### config.mk
export PLATFORM = sky130hd
export DESIGN_NAME = md_ctrl
export DESIGN_NICKNAME = d
export VERILOG_FILES = /design/src/rtl/md_ctrl.sv
export SDC_FILE = /design/constraint.sdc
export NUM_CORES = 1
export LEC_CHECK = 0
export ABC_AREA = 1
export BUFFER_PORTS_ARGS = -buffer_cell sky130_fd_sc_hd__buf_4
export CAP_MARGIN = 15
export CORE_AREA = 4 4 281 283
export DETAILED_ROUTE_END_ITERATION = 8
export DIE_AREA = 0 0 285 287
export HOLD_SLACK_MARGIN = 0.03
export PLACE_DENSITY = 0.5
export SYNTH_ARGS = -nofsm -noshare
export SYNTH_HDL_FRONTEND = slang
export SYNTH_SLANG_ARGS = --single-unit
### constraint.sdc
create_clock -name clk -period 2.8 [get_ports clk]
set_input_delay 0 -clock clk [delete_from_list [all_inputs] [get_ports clk]]
set_output_delay 0 -clock clk [all_outputs]
set_load 0.01 [all_outputs]
### src/rtl/md_ctrl.sv
// Issue/sequencing controller for an RV64 M-extension unit: launches the external multiplier or
// divider, resolves divide special cases locally. Optional macro MD_DIV_FASTPATH_EN also resolves
// zero-dividend and short divides (|divisor| > |dividend|) without using the divider.
module md_ctrl #(
  parameter int XLEN = 64
) (
  input  logic              clk,
  input  logic              reset,
  input  logic              flush_i,
  input  logic              req_valid_i,
  output logic              req_ready_o,
  input  logic [3:0]        req_op_i,
  input  logic              req_word_i,
  input  logic [XLEN-1:0]   req_rs1_i,
  input  logic [XLEN-1:0]   req_rs2_i,
  output logic              mul_start_o,
  output logic [XLEN-1:0]   mul_a_o,
  output logic [XLEN-1:0]   mul_b_o,
  output logic              mul_a_signed_o,
  output logic              mul_b_signed_o,
  input  logic              mul_done_i,
  input  logic [2*XLEN-1:0] mul_prod_i,
  output logic              div_start_o,
  output logic [XLEN-1:0]   div_dividend_o,
  output logic [XLEN-1:0]   div_divisor_o,
  input  logic              div_done_i,
  input  logic [XLEN-1:0]   div_quot_i,
  input  logic [XLEN-1:0]   div_rem_i,
  output logic              resp_valid_o,
  input  logic              resp_ready_i,
  output logic [XLEN-1:0]   resp_data_o,
  output logic [2:0]        resp_status_o
);

  localparam logic [2:0] S_IDLE       = 3'd0;
  localparam logic [2:0] S_MUL_WAIT   = 3'd1;
  localparam logic [2:0] S_DIV_WAIT   = 3'd2;
  localparam logic [2:0] S_RESP       = 3'd3;
  localparam logic [2:0] S_FLUSH_WAIT = 3'd4;

  localparam logic [2:0] ST_NONE          = 3'd0;
  localparam logic [2:0] ST_ZERO_DIVISOR  = 3'd1;
  localparam logic [2:0] ST_OVERFLOW      = 3'd2;
  localparam logic [2:0] ST_ZERO_DIVIDEND = 3'd3;
  localparam logic [2:0] ST_SHORT_DIV     = 3'd4;

  function automatic logic [XLEN-1:0] word_sext(input logic w, input logic [XLEN-1:0] v);
    return w ? {{(XLEN-32){v[31]}}, v[31:0]} : v;
  endfunction

  logic [2:0]      state_q, state_d;
  logic            start_q, start_d;
  logic [XLEN-1:0] a_q, a_d, b_q, b_d;
  logic            a_signed_q, a_signed_d, b_signed_q, b_signed_d;
  logic            mul_high_q, mul_high_d, is_div_q, is_div_d, is_rem_q, is_rem_d;
  logic            neg_quot_q, neg_quot_d, neg_rem_q, neg_rem_d, word_q, word_d;
  logic [XLEN-1:0] data_q, data_d;
  logic [2:0]      status_q, status_d;

  // Request decode: undefined opcodes fold to MUL, W-variants of MULH* fold to MULW.
  logic [3:0]      op;
  logic            is_div, div_signed, is_rem, mul_high, a_sgn, b_sgn, a_neg, b_neg;
  logic [XLEN-1:0] a_ext, b_ext, a_mag, b_mag, min_neg;

  always_comb begin
    op         = req_op_i[3] ? 4'd0 : req_op_i;
    is_div     = op[2];
    div_signed = is_div && !op[0];
    is_rem     = is_div && op[1];
    mul_high   = !is_div && !req_word_i && (op[1:0] != 2'd0);
    a_sgn      = mul_high && (op[1:0] != 2'd3);
    b_sgn      = mul_high && (op[1:0] == 2'd1);
    a_ext      = req_word_i ? {{(XLEN-32){div_signed & req_rs1_i[31]}}, req_rs1_i[31:0]} : req_rs1_i;
    b_ext      = req_word_i ? {{(XLEN-32){div_signed & req_rs2_i[31]}}, req_rs2_i[31:0]} : req_rs2_i;
    a_neg      = div_signed && a_ext[XLEN-1];
    b_neg      = div_signed && b_ext[XLEN-1];
    a_mag      = a_neg ? -a_ext : a_ext;
    b_mag      = b_neg ? -b_ext : b_ext;
    min_neg    = req_word_i ? {{(XLEN-32){1'b1}}, 32'h8000_0000} : {1'b1, {(XLEN-1){1'b0}}};
  end

  logic            sp_hit;
  logic [2:0]      sp_status;
  logic [XLEN-1:0] sp_q, sp_r, sp_res;

  always_comb begin
    sp_hit    = 1'b1;
    sp_status = ST_NONE;
    sp_q      = '0;
    sp_r      = '0;
    if (b_ext == '0) begin
      sp_status = ST_ZERO_DIVISOR;
      sp_q      = '1;
      sp_r      = a_ext;
    end else if (div_signed && (a_ext == min_neg) && (b_ext == '1)) begin
      sp_status = ST_OVERFLOW;
      sp_q      = a_ext;
`ifdef MD_DIV_FASTPATH_EN
    end else if (a_ext == '0) begin
      sp_status = ST_ZERO_DIVIDEND;
    end else if (b_mag > a_mag) begin
      sp_status = ST_SHORT_DIV;
      sp_r      = a_ext;
`endif
    end else begin
      sp_hit = 1'b0;
    end
    sp_res = word_sext(req_word_i, is_rem ? sp_r : sp_q);
  end

  // Unsigned unit results get sign fix-up; word ops keep the low 32 bits sign-extended.
  logic [XLEN-1:0] q_fix, r_fix, div_res, mul_res;
  logic            unit_done;

  always_comb begin
    q_fix     = neg_quot_q ? -div_quot_i : div_quot_i;
    r_fix     = neg_rem_q ? -div_rem_i : div_rem_i;
    div_res   = word_sext(word_q, is_rem_q ? r_fix : q_fix);
    mul_res   = word_sext(word_q, mul_high_q ? mul_prod_i[2*XLEN-1:XLEN] : mul_prod_i[XLEN-1:0]);
    unit_done = !start_q && (is_div_q ? div_done_i : mul_done_i);
  end

  always_comb begin
    state_d    = state_q;
    start_d    = 1'b0;
    a_d        = a_q;
    b_d        = b_q;
    a_signed_d = a_signed_q;
    b_signed_d = b_signed_q;
    mul_high_d = mul_high_q;
    is_div_d   = is_div_q;
    is_rem_d   = is_rem_q;
    neg_quot_d = neg_quot_q;
    neg_rem_d  = neg_rem_q;
    word_d     = word_q;
    data_d     = data_q;
    status_d   = status_q;
    case (state_q)
      S_IDLE: begin
        if (req_valid_i && req_ready_o) begin
          a_d        = is_div ? a_mag : a_ext;
          b_d        = is_div ? b_mag : b_ext;
          a_signed_d = a_sgn;
          b_signed_d = b_sgn;
          mul_high_d = mul_high;
          is_div_d   = is_div;
          is_rem_d   = is_rem;
          neg_quot_d = div_signed && (a_neg ^ b_neg);
          neg_rem_d  = a_neg;
          word_d     = req_word_i;
          status_d   = ST_NONE;
          if (!is_div) begin
            state_d = S_MUL_WAIT;
            start_d = 1'b1;
          end else if (sp_hit) begin
            state_d  = S_RESP;
            data_d   = sp_res;
            status_d = sp_status;
          end else begin
            state_d = S_DIV_WAIT;
            start_d = 1'b1;
          end
        end
      end
      S_MUL_WAIT, S_DIV_WAIT: begin
        if (flush_i) begin
          state_d = unit_done ? S_IDLE : S_FLUSH_WAIT;
        end else if (unit_done) begin
          data_d  = is_div_q ? div_res : mul_res;
          state_d = S_RESP;
        end
      end
      S_RESP: begin
        if (flush_i || resp_ready_i) state_d = S_IDLE;
      end
      S_FLUSH_WAIT: begin
        if (unit_done) state_d = S_IDLE;
      end
      default: state_d = S_IDLE;
    endcase
  end

  always_ff @(posedge clk) begin
    if (reset) begin
      state_q    <= S_IDLE;
      start_q    <= 1'b0;
      a_q        <= '0;
      b_q        <= '0;
      a_signed_q <= 1'b0;
      b_signed_q <= 1'b0;
      mul_high_q <= 1'b0;
      is_div_q   <= 1'b0;
      is_rem_q   <= 1'b0;
      neg_quot_q <= 1'b0;
      neg_rem_q  <= 1'b0;
      word_q     <= 1'b0;
      data_q     <= '0;
      status_q   <= ST_NONE;
    end else begin
      state_q    <= state_d;
      start_q    <= start_d;
      a_q        <= a_d;
      b_q        <= b_d;
      a_signed_q <= a_signed_d;
      b_signed_q <= b_signed_d;
      mul_high_q <= mul_high_d;
      is_div_q   <= is_div_d;
      is_rem_q   <= is_rem_d;
      neg_quot_q <= neg_quot_d;
      neg_rem_q  <= neg_rem_d;
      word_q     <= word_d;
      data_q     <= data_d;
      status_q   <= status_d;
    end
  end

  assign req_ready_o    = (state_q == S_IDLE) && !flush_i && !reset;
  assign mul_start_o    = (state_q == S_MUL_WAIT) && start_q;
  assign div_start_o    = (state_q == S_DIV_WAIT) && start_q;
  assign mul_a_o        = a_q;
  assign mul_b_o        = b_q;
  assign mul_a_signed_o = a_signed_q;
  assign mul_b_signed_o = b_signed_q;
  assign div_dividend_o = a_q;
  assign div_divisor_o  = b_q;
  assign resp_valid_o   = (state_q == S_RESP);
  assign resp_data_o    = data_q;
  assign resp_status_o  = status_q;

endmodule

==> results of run 1 <==
[cell type report]
| cell class | count | area share |
|---|---|---|
| multi-input combinational | 2956 | 0.461 |
| timing repair buffer | 1024 | 0.276 |
| sequential | 206 | 0.138 |
| inverter | 374 | 0.0474 |
| tap | 1040 | 0.0436 |
| clock buffer | 38 | 0.0281 |
| clock inverter | 12 | 0.00503 |
| antenna | 7 | 0.000587 |
[how the worst max path moves through the flow]
stage	start	slack, ns	cells past startpoint	endpoint
floorplan	state_q[2]$_SDFFE_PP0P_	0.58	11	div_divisor_o[61]$_SDFFE_PP0P_
global placement	req_op_i[3]	0.03	15	div_dividend_o[56]$_SDFFE_PP0P_
detailed placement	req_op_i[3]	0.02	15	div_dividend_o[56]$_SDFFE_PP0P_
CTS	req_op_i[3]	0.01	13	div_dividend_o[13]$_SDFFE_PP0P_
global route	req_rs1_i[1]	-0.02	18	div_dividend_o[60]$_SDFFE_PP0P_
finish	req_op_i[3]	0.08	16	div_dividend_o[56]$_SDFFE_PP0P_
[placed cells by master (no fill, tap or decap), types with 8 or more instances in the layout]
cell type         n
o221ai_1         29
clkbuf_8          8
o21ai_1          12
nor3b_1          21
o21ai_0         359
nand4_1          68
a21oi_1         196
nor3_1           60
xnor2_1          13
xor2_1           61
nor2_2           12
nand2_1        1052
nand3b_1         18
dlygate4sd3_1   135
dfxtp_1         202
nor2_1          572
nand3_1         369
inv_1           360
buf_4           867
o211ai_1         37
buf_12           13
clkbuf_16        30
[layer usage]
layer  track usage  share of wire  vias to the layer above
li1              -              -                    13922
met1         0.403           0.44                    13231
met2         0.474           0.45                     1244
met3        0.0435          0.070                      216
met4         0.101          0.040                        6
met5             0        0.00037                        -
[kinds of logic (layout without fill, tap and decap cells)]
family / after synthesis / count (layout) / synth area share
AND/OR/NAND/NOR: 2205 / 2205 / 0.441
flip-flops: 206 / 206 / 0.196
XOR/XNOR: 74 / 74 / 0.0308
buffers and inverters: 695 / 1448 / 0.154
AO/OA/AOI/OAI: 671 / 671 / 0.175
other: 1 / 8 / 0.000178
adder cells (fa/ha/maj): 5 / 5 / 0.00298
[power groups by stage]
stage               combinational (µW)  sequential [µW]  clock (µW)
global route                      7120             3870        4080
CTS                               6500             3830        3990
global placement                  6260             3900           0
detailed placement                6260             3890           0
finish                            6560             3830        3920
floorplan                         3260             3850           0
[through the flow]
stage	setup TNS, ns	utilization	total power, µW	cell area [µm²]	std cells
global route	-0.0213	0.389	15100	29800	5656
detailed placement	0	0.356	10100	27300	5460
CTS	0	0.387	14300	29700	5645
global placement	0	0.356	10200	27300	5460
finish	0	0.389	14300	29800	5657
floorplan	0	-	7100	21000	3857
[state kept, by name (all words and copies together), names as in the netlist]
name / count
state_q: 3
resp_status_o: 2
div_divisor_o: 64
div_dividend_o: 64
mul_high_q: 1
neg_quot_q: 1
word_q: 1
mul_a_signed_o: 1
is_div_q: 1
is_rem_q: 1
neg_rem_q: 1
resp_data_o: 64
mul_b_signed_o: 1
start_q: 1
[worst max-delay path: cells and delay by family]
kind	cells	cell delay (ns)
simple gates	5	0.78
buf+inv	6	1.19
compound gates	4	0.91
xor+xnor	1	0.32
[repair_timing]
item / 4_1_cts / 5_1_grt
hold buffers: 135 / 0
resized for setup: 0 / 30
hold endpoints to repair: 111 / 0
endpoints found under the setup margin: 0 / 79
setup buffers: 0 / 4
==> impl_results.md, run 1 <==
* Status: completed
* Initial Util at 0.274
* DP Worst Slack at about 0.017 ns
* Post-synth top area share at 0.196
* Die Height at around 290 µm
* Syn avg cell area at 5.45 µm²
* First-pass GRT wire length at 183000 µm
* Chip width at around 290 µm
* GR Util All Layers at 0.295
* Area grow syn2layout at 41.9%
* Detail Placement HPWL at between 100000 and 150000 µm
* Register share of total power at 0.268
* Layout cells sized above 1 at 0.215
* Critical path capture point type: register
* FILL cells at 8619
* Initial DRC Count at between 2000 and 3000
* Via density at roughly 5.1
* Slew margin rel. at 0.352
* Synth Flop Type: dfxtp_1
* Post-Syn Area at roughly 21000 µm²
* # DRC at 0
* CP peak stage delay at roughly 0.54 ns
* Power density over cell area at between 400 and 500 nW/µm²
* Yosys warnings at 0
* Crit path DAT at approximately 3.2 ns
* Total gr overflow at 0
* Hold_sp: mul_prod_i[90]
* Clock period minus worst slack at roughly 2.7 ns
* Min-Delay Path Class: in2reg
* P_leak at around 0.015 µW
* Top cells by count, synth: nand2_1, nor2_1, nand3_1
* MaxCap Viol Count at 0
* Register area at ~4100 µm²
* Initial antenna violation count at 14
* Ys async rst share at 0
* Port bufs at 723
* Crit path kind: in2reg
* Combinational Power Share at 0.458
* Int Power at 8350 µW
* Clock sinks at 206
* Switching Share at 0.417
* Worst clock skew at about 0.024 ns
* Flop2flop setup slack at between 0.15 and 0.2 ns
* I/O Pins at between 700 and 800
* Crit-path max FO at 6
* Longest Clk Path Bufs at 3
* Syn Nets at roughly 4300
* Fin. Hold Viols at 0
* Area of the multi-input gates at around 14000 µm²
* Final setup viols at 0
* Largest net degree at the start of global routing at about 120
* Core ar. at around 77000 µm²
* Layout net count at between 4000 and 5000
* Worst-case reg-to-reg path depth at 11
* Critical R2R Capture: resp_data_o[6]$_SDFFE_PP0P_
* GPL Wtd Cong at between 1 and 1.5
* Tcrit/Tclk final at 0.973
* Row count at roughly 100
* Hold path depth at 7
* Via count at 28619
* Sequential element share of the synthesized area at 0.196
* Wire per inst at ~23 µm
* Pre-Repair DR Iteration Count at 6
* Detailed Route WL at roughly 130000 µm
* Slew Viols, Final at 0
* Yosys top cell by area: dfxtp_1
* CTS tree: done
* Distinct cell type count after synthesis at 55
* Die ar. at between 80000 and 90000 µm²
* Peak supply drop at 0.000398 V
* Crit-path cells: dlygate4sd3_1 -> buf_4 -> nor2_4 -> buf_4 -> nand2_1 -> o21ai_2 -> nand2_1 -> nor2_4 -> inv_2 -> o21ai_0 -> a21oi_1 -> xor2_1 -> buf_4 -> nand2_1 -> o211ai_1 -> inv_1
* Area contributors post-synth: dfxtp_1, nand2_1, nor2_1
* Psw at ~6000 µW
* Clk_lat worst skew at 0.59 ns
* Hold Crit Endpoint: resp_data_o[26]$_SDFFE_PP0P_
* Clock root cell: clkbuf_16
* Seq cells post-synth at 206
* EDFF count, synth at 0
* H-tree depth at 1
* Worst r2r src: neg_quot_q$_SDFFE_PP0P_
* Clk pwr share at 0.274
* Crit start category: input pin
* Critical Path RT at roughly 3.3 ns
* TritonCTS buffer count at 28
* Setup ws final at 0.0756 ns
* CP max-delay cell: dlygate4sd3_1
* Slew @ Worst Pin at around 0.97 ns
* Most frequent cell after synthesis: nand2_1
* Post-synthesis cell count at just under 4000
* Vias in the first global route at roughly 27000
* Reg clk slew, reported paths at approximately 0.060 ns
* Antenna Nets Post-Route at 0
* Max Fclk at 367 MHz
* WHS at between 0.03 and 0.04 ns
(Power assumes the default switching activity.)
==> run 2, diff against run 1 <==
--- a/config.mk
+++ b/config.mk
@@ -9,6 +9,7 @@
 export BUFFER_PORTS_ARGS = -buffer_cell sky130_fd_sc_hd__buf_4
 export CAP_MARGIN = 15
 export CORE_AREA = 4 4 281 283
+export CTS_BUF_LIST = sky130_fd_sc_hd__clkbuf_16
 export DETAILED_ROUTE_END_ITERATION = 8
 export DIE_AREA = 0 0 285 287
 export HOLD_SLACK_MARGIN = 0.03
==> run 2 against run 1 <==
Net effect: maximum frequency rose by 1.3%; critical path type unchanged; worst hold slack improved by 0.0029 ns; first-iteration DRC count rose by 3.8%.
==> impl_results.md, run 2 (same netlist as run 1, synthesis figures left out) <==
* Die ar. at a little over 80000 µm²
* First-pass GRT wire length at 183000 µm
* Via count at approximately 29000
* Die Height at between 200 and 300 µm
* Power density over cell area at between 400 and 500 nW/µm²
* Layer with the highest usage: met2
* Crit-path max FO at 6
* Row count at ~100
* Placed inst area at approximately 27000 µm²
* GPL Wtd Cong at about 1.0
* Most common cell after layout, fill and taps aside: nand2_1
* Layout net count at around 5000
* Critical Path RT at 3.28 ns
* Slew @ Worst Pin at 0.967 ns
* Crit path kind: in2reg
* Initial antenna violation count at 14
* Largest net degree at the start of global routing at about 120
* Status: completed
* Clk_lat worst skew at 0.58 ns
* Design area at about 30000 µm²
* Most frequent cells in the layout: nand2_1, buf_4, nor2_1, nand3_1, inv_1
* Crit path DAT at approximately 3.2 ns
* Clock root cell: clkbuf_16
* Tcrit/Tclk final at 0.960
* Pre-Repair DR Iteration Count at 6
* Detailed Route WL at 128000 µm
* Max Fclk at approximately 370 MHz
* I/O Pins at 725
* Chip width at 285 µm
* TritonCTS buffer count at 28
* Core ar. at about 77000 µm²
* H-tree depth at 1
* Layout cells sized above 1 at 0.213
* Initial Util at 0.274
* Clock period minus worst slack at around 2.7 ns
* Total power at between 10000 and 15000 µW
* Area grow syn2layout at 41.5%
* Worst clock skew at roughly 0.021 ns
* Vias in the first global route at roughly 27000
* Min-Delay Path Class: in2reg
* # DRC at 0
* Critical path capture point type: register
* Total gr overflow at 0
* Port bufs at ~720
* GR Util All Layers at 0.294
* Slew Viols, Final at 0
* Via density at 5.06
* Layout Utilization at 0.388
* Crit start category: input pin
* CTS tree: done
* Longest Clk Path Bufs at 3
* Reg clk slew, reported paths at around 0.060 ns
* Antenna Nets Post-Route at 0
* Met3 Resource Use GR at 0.0439
* Clock sinks at 206
* P_leak at roughly 0.015 µW
* Peak supply drop at ~0.0004 V
* Final setup viols at 0
* Wire per inst at 22.6 µm
* Fin. Hold Viols at 0
* Slew margin rel. at 0.355
* MaxCap Viol Count at 0
* Initial DRC Count at 3002
* Setup TNS at 0 ns
* Detail Placement HPWL at about 100000 µm
* Met2 usage at 0.473
* GRT met1 Usage at 0.403
-- run 2: cell types whose count changed in the layout (fill, tap and decap cells not counted), sizes merged --
cell         change
dlygate4sd3      -1
clkinv           +8
inv              +1
diode            +1
clkbuf           -9
-- run 2: per-stage QoR --
stage                     hold slack (ns)  std cells  setup WS, ns
after global routing               0.0753       5655       -0.0203
after global placement              0.297       5460        0.0307
after floorplan                    0.0549       3857         0.576
after CTS                          0.0308       5644        0.0106
after detailed placement            0.301       5460        0.0171
final                              0.0358       5657         0.111
-- run 2: path summary, 6_finish.rpt --
check                                    endpoint  cells after the start                     startpoint  slack (ns)
setup / recovery  div_dividend_o[56]$_SDFFE_PP0P_                     16                    req_op_i[3]        0.11
hold / removal       resp_data_o[26]$_SDFFE_PP0P_                      7                 mul_prod_i[90]        0.04
hold reg to reg     resp_status_o[1]$_SDFFE_PP0P_                      2  resp_status_o[1]$_SDFFE_PP0P_        0.47
setup reg to reg      resp_data_o[6]$_SDFFE_PP0P_                     11        neg_quot_q$_SDFFE_PP0P_        0.19
-- run 2: layout make-up --
class	count	area, µm²
Fill cell	8632	47000
Multi-Input combinational cell	2956	13700
Timing Repair Buffer	1023	8230
Sequential cell	206	4130
Inverter	374	1410
Tap cell	1040	1300
Clock buffer	29	726
Clock inverter	21	184
Antenna cell	8	20.0
-- run 2: power breakdown --
part	switching, µW	total (µW)	internal, µW
Sequential	472	3830	3360
Clock	1540	3670	2140
Combinational	3930	6560	2630
-- run 2: worst max-delay path: stages --
cell and delay, ns:
dlygate4sd3_1 0.54, buf_4 0.17, nor2_4 0.13, buf_4 0.17, nand2_1 0.16, o21ai_2 0.28, nand2_1 0.21, nor2_4 0.23
inv_2 0.09, o21ai_0 0.43, a21oi_1 0.10, xor2_1 0.31, buf_4 0.17, nand2_1 0.04, o211ai_1 0.09, inv_1 0.05
-- run 2: repair_timing --
item / CTS / global route
buffers inserted: 0 / 4
endpoints found under the hold margin: 111 / 0
resized for setup: 0 / 30
setup endpoints to repair: 0 / 79
hold buffers: 134 / 0
-- run 2: routing by layer --
| metal | vias to the layer above | wire (µm) | share of wire |
|---|---|---|---|
| li1 | 13917 | - | - |
| met1 | 13243 | 56500 | 0.44 |
| met2 | 1242 | 57200 | 0.45 |
| met3 | 231 | 9090 | 0.071 |
| met4 | 6 | 5200 | 0.041 |
| met5 | - | 47 | 0.00037 |
==> run 3, diff against run 2 <==
--- a/config.mk
+++ b/config.mk
@@ -13,6 +13,7 @@
 export DETAILED_ROUTE_END_ITERATION = 8
 export DIE_AREA = 0 0 285 287
 export HOLD_SLACK_MARGIN = 0.03
+export MAX_ROUTING_LAYER = met4
 export PLACE_DENSITY = 0.5
 export SYNTH_ARGS = -nofsm -noshare
 export SYNTH_HDL_FRONTEND = slang
==> run 3 against run 2 <==
Net effect: clock power increased by 8.2%; clock-buffer cell count did not move; first-iteration DRC count fell by 10%; maximum frequency increased by 0.47%; largest cell class unchanged; combinational power is 1% higher; critical path depth up 1; cell count about the same; die area did not move; worst hold slack worse by 0.0061 ns; flip-flop and latch count unchanged; critical endpoint unchanged; via count increased by 0.13%.
==> impl_results.md, run 3 (same netlist as run 1, synthesis figures left out) <==
* Crit-path cells: dlygate4sd3_1 -> buf_4 -> inv_1 -> nor2_4 -> buf_4 -> nand2_1 -> o21ai_1 -> nand2_2 -> nor2_4 -> inv_2 -> o21ai_0 -> a21oi_1 -> xor2_1 -> buf_4 -> nand2_1 -> o211ai_1 -> inv_1
* Psw at 6000 µW
* Clk pwr share at 0.275
* Antenna Nets Post-Route at 0
* CP peak stage delay at 0.54 ns
* Wire per inst at 22.7 µm
* Area grow syn2layout at 42.1%
* Initial Util at 0.274
* P_leak at about 0.015 µW
* Tcrit/Tclk final at 0.956
* Largest net degree at the start of global routing at roughly 120
* Detailed Route WL at 129000 µm
* Layout cells sized above 1 at 0.216
* CP bufs+invs at 7
* Port bufs at between 700 and 800
* Crit path kind: in2reg
* First-pass GRT wire length at 185000 µm
* Vias in the first global route at 27109
* Critical Path RT at around 3.3 ns
* GPL Wtd Cong at 1.03
* Max Fclk at 374 MHz
* MaxCap Viol Count at 0
* Crit start category: input pin
* Die Height at about 290 µm
* Crit path DAT at between 3 and 4 ns
* CP max-delay cell: dlygate4sd3_1
* Power density over cell area at about 480 nW/µm²
* Crit path max-delay family: buffers and inverters
* Most frequent cells in the layout: nand2_1, buf_4, nor2_1, nand3_1, inv_1
* WHS at roughly 0.03 ns
* Area of the multi-input gates at roughly 14000 µm²
* Detail Placement HPWL at ~110000 µm
* Die ar. at about 82000 µm²
* Final setup viols at 0
* Setup TNS at 0 ns
* Row count at roughly 100
* Layout Utilization at 0.390
* Total gr overflow at 0
* Clock period minus worst slack at 2.68 ns
* DP Worst Slack at 0.0814 ns
* I/O Pins at about 730
* Slew margin rel. at 0.357
* Switching Share at 0.416
* Most used cell, CP: buf_4
* Post-CTS setup buffers at 0
* Initial antenna violation count at 10
* Pre-Repair DR Iteration Count at 5
* Longest Clk Path Bufs at 3
* Register share of total power at 0.265
* Critical path capture point type: register
* Layout net count at 4992
* Int Power at between 8000 and 9000 µW
* FILL cells at 8658
* Status: completed
* TritonCTS buffer count at 28
* Initial DRC Count at about 2700
* Via count at 28677
* CTS tree: done
* Clk_lat worst skew at 0.58 ns
* Unrepaired setup endpoints after global routing: false
* Chip width at roughly 290 µm
* Slew Viols, Final at 0
* Via density at 5.07
* Combinational Power Share at 0.459
* Crit-path max FO at 8
* # DRC at 0
* H-tree depth at 1
* Clock root cell: clkbuf_16
* Core ar. at 76700 µm²
* Peak supply drop at between 0.0004 and 0.0005 V
* Fin. Hold Viols at 0
* GR Util All Layers at 0.305
* Most common cell after layout, fill and taps aside: nand2_1
* Reg clk slew, reported paths at 0.06 ns
* Setup ws final at between 0.1 and 0.15 ns
* Min-Delay Path Class: in2reg
* Worst clock skew at 0.0143 ns
* Register area at roughly 4100 µm²
* Clock sinks at 206
* Slew @ Worst Pin at roughly 0.96 ns
-- run 3: per-layer routing --
layer	wire length [µm]	global-route usage	up-vias
met5	0	-	-
met4	4770	0.0907	0
met3	8030	0.0321	189
met2	58600	0.485	1149
met1	57300	0.410	13384
li1	-	-	13955
-- run 3: worst reg2reg max path: stages (launching register included) --
cell,delay [ns]
dfxtp_1,0.37
inv_1,0.09
nand3_1,0.13
nand2_2,0.12
inv_2,0.08
buf_6,0.34
nor2_1,0.10
o21ai_0,0.17
o211ai_1,0.13
dlygate4sd3_1,0.61
a221oi_1,0.28
-- run 3: metrics by stage --
step	total power (µW)	instance area, µm²	instances
global placement	10200	27400	5466
detailed placement	10200	27400	5466
global route	15200	29900	5660
floorplan	7100	21000	3857
CTS	14400	29700	5650
finish	14400	29900	5660
-- run 3: layout make-up --
class,instances,area share
antenna,8,0.000670
tap,1040,0.0435
timing repair buffer,1025,0.277
clock inverter,22,0.00900
clock buffer,29,0.0243
inverter,374,0.0474
sequential,206,0.138
multi-input combinational,2956,0.460
-- run 3: final timing paths --
| check | from | end | slack, ns | cells past startpoint |
|---|---|---|---|---|
| worst min-delay path | mul_prod_i[2] | resp_data_o[2]$_SDFFE_PP0P_ | 0.03 | 6 |
| worst min register to register | resp_data_o[62]$_SDFFE_PP0P_ | resp_data_o[62]$_SDFFE_PP0P_ | 0.47 | 2 |
| worst max register to register | state_q[0]$_SDFFE_PP0P_ | state_q[1]$_SDFFE_PP0P_ | 0.29 | 10 |
| worst max-delay path | req_op_i[2] | div_dividend_o[56]$_SDFFE_PP0P_ | 0.12 | 17 |
-- run 3: power groups by stage --
stage                     Sequential, µW  Combinational (µW)  Clock [µW]
after floorplan                     3850                3260           0
after global placement              3880                6350           0
after detailed placement            3870                6340           0
after CTS                           3820                6560        4040
after global routing                3860                7210        4150
final                               3820                6630        3970
-- run 3: timing repair --
| action | 4_1_cts | 5_1_grt |
|---|---|---|
| hold buffers | 133 | 0 |
| endpoints found under the hold margin | 116 | 0 |
| setup endpoints to repair | 0 | 79 |
| resized for setup | 0 | 28 |
